==> config.mk <==
export PLATFORM = sky130hd
export DESIGN_NAME = multicycle_control
export DESIGN_NICKNAME = d
export VERILOG_FILES = /design/src/rtl/multicycle_control.sv
export SDC_FILE = /design/constraint.sdc
export NUM_CORES = 1
export LEC_CHECK = 0
export ABC_AREA = 0
export BUFFER_PORTS_ARGS = -buffer_cell sky130_fd_sc_hd__buf_2
export CORE_MARGIN = 3
export CORE_UTILIZATION = 55
export CTS_CLUSTER_DIAMETER = 120
export DETAILED_ROUTE_END_ITERATION = 12
export GPL_TIMING_DRIVEN = 0
export PLACE_DENSITY_LB_ADDON = 0.1
export SLEW_MARGIN = 20
export SYNTH_ARGS = -nofsm -noshare
export SYNTH_HDL_FRONTEND = slang
export SYNTH_SLANG_ARGS = --single-unit
==> constraint.sdc <==
create_clock -name clk -period 4.7 [get_ports clk]
set_clock_uncertainty 0.1 [all_clocks]
set_input_delay 0.705 -clock clk [delete_from_list [all_inputs] [get_ports clk]]
set_output_delay 0.705 -clock clk [all_outputs]
set_load 0.01 [all_outputs]
==> src/rtl/multicycle_control.sv <==
// Main control FSM of the multi-cycle RV32I core: sequences the shared ALU, the unified
// memory port and the register file, with a memory-ready watchdog and an instret counter.
module multicycle_control #(
   parameter int unsigned MEM_TIMEOUT = 255,
   parameter int unsigned CNT_W       = 32
) (
   input  logic             clk,
   input  logic             reset_n,
   input  logic [6:0]       opcode,
   input  logic [2:0]       funct3,
   input  logic             bcond,
   input  logic             mem_ready,
   output logic             mem_req,
   output logic             mem_we,
   output logic             i_or_d,
   output logic             ir_write,
   output logic             pc_write,
   output logic             pc_source,
   output logic             alu_out_write,
   output logic [1:0]       alu_src_a,
   output logic [1:0]       alu_src_b,
   output logic [1:0]       alu_op,
   output logic             reg_write,
   output logic [1:0]       wb_sel,
   output logic [2:0]       state,
   output logic             is_halted,
   output logic             trap,
   output logic [CNT_W-1:0] instret
);

   typedef enum logic [2:0] {
      S_IF   = 3'd0,
      S_ID   = 3'd1,
      S_EX   = 3'd2,
      S_MEM  = 3'd3,
      S_WB   = 3'd4,
      S_HALT = 3'd5,
      S_TRAP = 3'd6
   } state_t;

   localparam logic [6:0] OP_R     = 7'b0110011;
   localparam logic [6:0] OP_I     = 7'b0010011;
   localparam logic [6:0] OP_LOAD  = 7'b0000011;
   localparam logic [6:0] OP_STORE = 7'b0100011;
   localparam logic [6:0] OP_BR    = 7'b1100011;
   localparam logic [6:0] OP_JAL   = 7'b1101111;
   localparam logic [6:0] OP_JALR  = 7'b1100111;
   localparam logic [6:0] OP_LUI   = 7'b0110111;
   localparam logic [6:0] OP_AUIPC = 7'b0010111;
   localparam logic [6:0] OP_ECALL = 7'b1110011;

   localparam int unsigned WD_W = $clog2(MEM_TIMEOUT + 2);

   state_t          cur, nxt;
   logic [WD_W-1:0] wd;
   logic            wait_mem, timeout, retire, legal;
   logic            req, we, iord, irw, pcw, pcs, aow, rw;
   logic [1:0]      a_sel, b_sel, op_sel, wbs;

   assign wait_mem = (cur == S_IF || cur == S_MEM) && !mem_ready;
   assign timeout  = wait_mem && (MEM_TIMEOUT != 0) && (wd == WD_W'(MEM_TIMEOUT - 1));

   always_comb begin
      legal = 1'b0;
      case (opcode)
         OP_R, OP_I, OP_LOAD, OP_STORE, OP_BR,
         OP_JAL, OP_JALR, OP_LUI, OP_AUIPC: legal = 1'b1;
         default:                           legal = 1'b0;
      endcase
      // branch funct3 010/011 are unassigned encodings
      if (opcode == OP_BR && funct3[2:1] == 2'b01)
         legal = 1'b0;
   end

   always_comb begin
      nxt    = cur;
      retire = 1'b0;
      req    = 1'b0;
      we     = 1'b0;
      iord   = 1'b0;
      irw    = 1'b0;
      pcw    = 1'b0;
      pcs    = 1'b0;
      aow    = 1'b0;
      rw     = 1'b0;
      a_sel  = 2'b00;
      b_sel  = 2'b00;
      op_sel = 2'b00;
      wbs    = 2'b00;
      case (cur)
         S_IF: begin
            req   = 1'b1;
            b_sel = 2'b10;
            if (mem_ready) begin
               irw = 1'b1;
               pcw = 1'b1;
               nxt = S_ID;
            end
         end
         S_ID: begin
            b_sel = 2'b01;
            aow   = 1'b1;
            if (opcode == OP_ECALL) nxt = S_HALT;
            else if (legal)         nxt = S_EX;
            else                    nxt = S_TRAP;
         end
         S_EX: begin
            case (opcode)
               OP_R: begin
                  a_sel = 2'b01; op_sel = 2'b10; aow = 1'b1; nxt = S_WB;
               end
               OP_I: begin
                  a_sel = 2'b01; b_sel = 2'b01; op_sel = 2'b11; aow = 1'b1; nxt = S_WB;
               end
               OP_LOAD, OP_STORE: begin
                  a_sel = 2'b01; b_sel = 2'b01; aow = 1'b1; nxt = S_MEM;
               end
               OP_BR: begin
                  a_sel = 2'b01; op_sel = 2'b01; pcs = 1'b1; pcw = bcond;
                  nxt = S_IF; retire = 1'b1;
               end
               OP_JAL: begin
                  pcw = 1'b1; pcs = 1'b1; nxt = S_WB;
               end
               OP_JALR: begin
                  a_sel = 2'b01; b_sel = 2'b01; pcw = 1'b1; nxt = S_WB;
               end
               OP_LUI: begin
                  a_sel = 2'b10; b_sel = 2'b01; aow = 1'b1; nxt = S_WB;
               end
               OP_AUIPC: begin
                  b_sel = 2'b01; aow = 1'b1; nxt = S_WB;
               end
               default: nxt = S_TRAP;
            endcase
         end
         S_MEM: begin
            req  = 1'b1;
            iord = 1'b1;
            we   = (opcode == OP_STORE);
            if (mem_ready) begin
               if (opcode == OP_STORE) begin
                  nxt    = S_IF;
                  retire = 1'b1;
               end else begin
                  nxt = S_WB;
               end
            end
         end
         S_WB: begin
            rw     = 1'b1;
            nxt    = S_IF;
            retire = 1'b1;
            if (opcode == OP_LOAD)                         wbs = 2'b01;
            else if (opcode == OP_JAL || opcode == OP_JALR) wbs = 2'b10;
         end
         default: nxt = cur;
      endcase
      if (timeout)
         nxt = S_TRAP;
   end

   always_ff @(posedge clk) begin
      if (!reset_n) begin
         cur       <= S_IF;
         wd        <= '0;
         instret   <= '0;
         is_halted <= 1'b0;
         trap      <= 1'b0;
      end else begin
         cur <= nxt;
         wd  <= (wait_mem && MEM_TIMEOUT != 0) ? wd + WD_W'(1) : '0;
         if (retire)
            instret <= instret + CNT_W'(1);
         if (nxt == S_HALT)
            is_halted <= 1'b1;
         if (nxt == S_TRAP)
            trap <= 1'b1;
      end
   end

   // Strobes respond to reset_n combinationally so an aborted access is dropped at once.
   assign mem_req       = req & reset_n;
   assign mem_we        = we & reset_n;
   assign ir_write      = irw & reset_n;
   assign pc_write      = pcw & reset_n;
   assign reg_write     = rw & reset_n;
   assign alu_out_write = aow & reset_n;
   assign i_or_d        = iord;
   assign pc_source     = pcs;
   assign alu_src_a     = a_sel;
   assign alu_src_b     = b_sel;
   assign alu_op        = op_sel;
   assign wb_sel        = wbs;
   assign state         = cur;

endmodule

==> out/qor.yml <==
status: "completed"
cp.arrival_ns: 1.99
startpoint_type: "register"
antenna_found_initial: 0
fp.dieH_um: 77.85
hold_start: "trap"
cts_buffer_depth: 2
worst_pin_slew_ns: 0.6827
final_cell_mix: "buf_2, dfxtp_1, nor2_1, a21oi_1, o31ai_1"
syn_to_final_growth_pct: 19.26
r2r-end: "instret[31]"
maxCapViolCount: 0
dr.pass1.iters: 7
p_leak_nw: 1.356
clkSlewWorstSetupHoldPaths_ns: 0.08
synthArstFlopShare: 0
setup_tns_ns: 0
r2r_setup_slack_ns: 2.48
synth_flop_cell: "dfxtp_1"
syn_area_per_cell_sq_um: 7.975
place_ws_ns: 1.998
power_density_nw_per_um2: 379.7
synth-edff-count: 0
syn-num-nets: 373
rows: 25
worstHoldEndpoint: "trap"
insertion_delay_ns: 0.31
fin_crit_sh: 0.5940
vias_per_cell: 6.103
n_antenna_cell: 0
hold_violations: 0
ys_types: 54
cts.sinks: 46
syn_inst: 356
max-vdd-ir-drop_mv: 0.3423
route.detailed.drc: 0
grt_pass1_wl_um: 12830
regToRegStartpoint: "state[2]"
io_buffers: 64
ys_seq_elements: 46
worstHoldPathType: "register to register"
root_buffer: "clkbuf_8"
coreArea_sq_um: 4848
syn_area_sq_um: 2839
overflow: 0
layout_setup_ws_ns: 1.908
required_ns: 3.89
die_w_um: 77.85
fmax_mhz: 358.2
cts-htree-levels: 2
wl_per_cell_um: 15.56
endpoint_kind: "output pin"
floorplan.initialDensity: 0.5855
antenna_left: 0
period_minus_slack_ns: 2.792
gr-usage-all-layers: 0.2572
die-area_sq_um: 6060
cts_resized: 0
slew_headroom: 0.5439
seq_area_frac_synth: 0.3244
place_hpwl_um: 5509
nets: 444
rsz0062_at_grt: "false"
yosys_warnings: 0
slew_violations: 0
drt-initial-drc-count: 212
wl_um: 7701
rr_worst_depth: 7
min_path_cells: 2
grt_pass1_vias: 2816
postCtsSetupBuffers: 0
final_common_cell: "buf_2"
ios: 67
grt_start_max_net_pins: 15
gp_congestion: 0.9407
finalSetupViolCount: 0
cts_hold_buf: 0
cts_made_buffers: 5
path_class: "register to output pin"
crit_fanout: 9
vias: 3021
cts_tree: "built"
drive_above_1_share: 0.2079
cell usage after synthesis (2+ instances only):
| cell | n | area, sq um |
|---|---|---|
| and4_1 | 9 | 78.83 |
| nor4_1 | 3 | 18.77 |
| mux2i_1 | 2 | 20.02 |
| and2_1 | 7 | 43.79 |
| ha_1 | 3 | 37.54 |
| inv_1 | 5 | 18.77 |
| a31oi_1 | 2 | 12.51 |
| nor2b_1 | 3 | 18.77 |
| o21ai_1 | 7 | 35.03 |
| or3_1 | 5 | 31.28 |
| a211oi_1 | 5 | 37.54 |
| nor2_1 | 34 | 127.6 |
| buf_1 | 2 | 7.510 |
| buf_6 | 3 | 33.78 |
| nand3_1 | 14 | 70.07 |
| o21ai_0 | 2 | 10.01 |
| o21a_1 | 4 | 30.03 |
| nand2_1 | 18 | 67.56 |
| nand4_1 | 17 | 106.4 |
| o31a_1 | 3 | 26.28 |
| buf_2 | 9 | 45.04 |
| nand2b_1 | 5 | 31.28 |
| clkbuf_1 | 17 | 63.81 |
| o31ai_1 | 22 | 165.2 |
| xor2_1 | 9 | 78.83 |
| a211o_1 | 2 | 17.52 |
| nor3_1 | 5 | 25.02 |
| a21oi_1 | 32 | 160.2 |
| nor3b_1 | 2 | 15.01 |
| or4_1 | 20 | 150.1 |
| nand4b_1 | 2 | 17.52 |
| dfxtp_1 | 46 | 920.9 |
| xnor2_1 | 2 | 17.52 |
| and3b_1 | 3 | 26.28 |
| a41o_1 | 2 | 20.02 |
| and3_1 | 12 | 75.07 |
cell families (layout without fill, tap and decap cells):
family,Yosys count,in the layout,synth area share
DFF,46,46,0.3244
muxes,2,2,0.007052
buffers and inverters,37,109,0.06082
and+or+nand+nor,170,170,0.3583
xor gates and xnor gates,11,11,0.03394
adders and majority gates,4,4,0.01675
AOI/OAI and AO/OA,86,86,0.1988
sequential cells by signal, summed over array words and instances (netlist names):
| name | count |
|---|---|
| instret | 32 |
| wd | 9 |
| state | 3 |
| is_halted | 1 |
| trap | 1 |
metal layers:
metal / GRT usage / wire [um] / up-vias
met5: 0 / 0 / -
li1: - / - / 1487
met3: 0.05568 / 414 / 19
met1: 0.3075 / 3369 / 1414
met2: 0.4503 / 3776 / 101
met4: 0.09075 / 141 / 0
final cells by class:
type	count	area, sq um
Buffer	31	150.1
Fill cell	432	1463
Sequential cell	46	920.9
Clock buffer	6	82.58
Multi-Input combinational cell	273	1745
Clock inverter	2	60.06
Tap cell	67	83.83
Timing Repair Buffer	64	320.3
Inverter	6	22.52
where the power goes:
group	switching, mW	internal (mW)
registers	0.0296	0.418
clock network	0.138	0.227
logic	0.301	0.173
critical path, stage by stage, from the launching register on:
cell and delay (ns):
dfxtp_1 0.32, clkbuf_1 0.19, nor3b_1 0.61, nand2_1 0.21, o22ai_1 0.20, buf_2 0.16
how the worst max path moves through the flow:
stage	startpoint	to	slack [ns]	depth (start not counted)
detailed placement	opcode[2]	instret[31]	2.00	8
CTS	state[2]	alu_src_a[1]	1.90	5
global placement	opcode[2]	instret[31]	2.00	8
finish	state[2]	alu_src_b[0]	1.91	5
floorplan	opcode[4]	pc_write	2.28	5
global route	state[2]	alu_src_a[1]	1.63	5
metrics by stage:
step	util	hold WS, ns	area [sq um]	power [mW]	instances
2_1_floorplan	-	0.3528	2839	0.7771	356
3_3_place_gp	0.6689	0.3463	3243	0.9145	487
3_5_place_dp	0.6689	0.3784	3243	0.9202	487
4_1_cts	0.6983	0.3955	3386	1.282	495
5_1_grt	0.6983	0.4187	3386	1.358	495
6_report	0.6983	0.3967	3386	1.285	495
No activity file was read; power rests on OpenSTA's default activity.
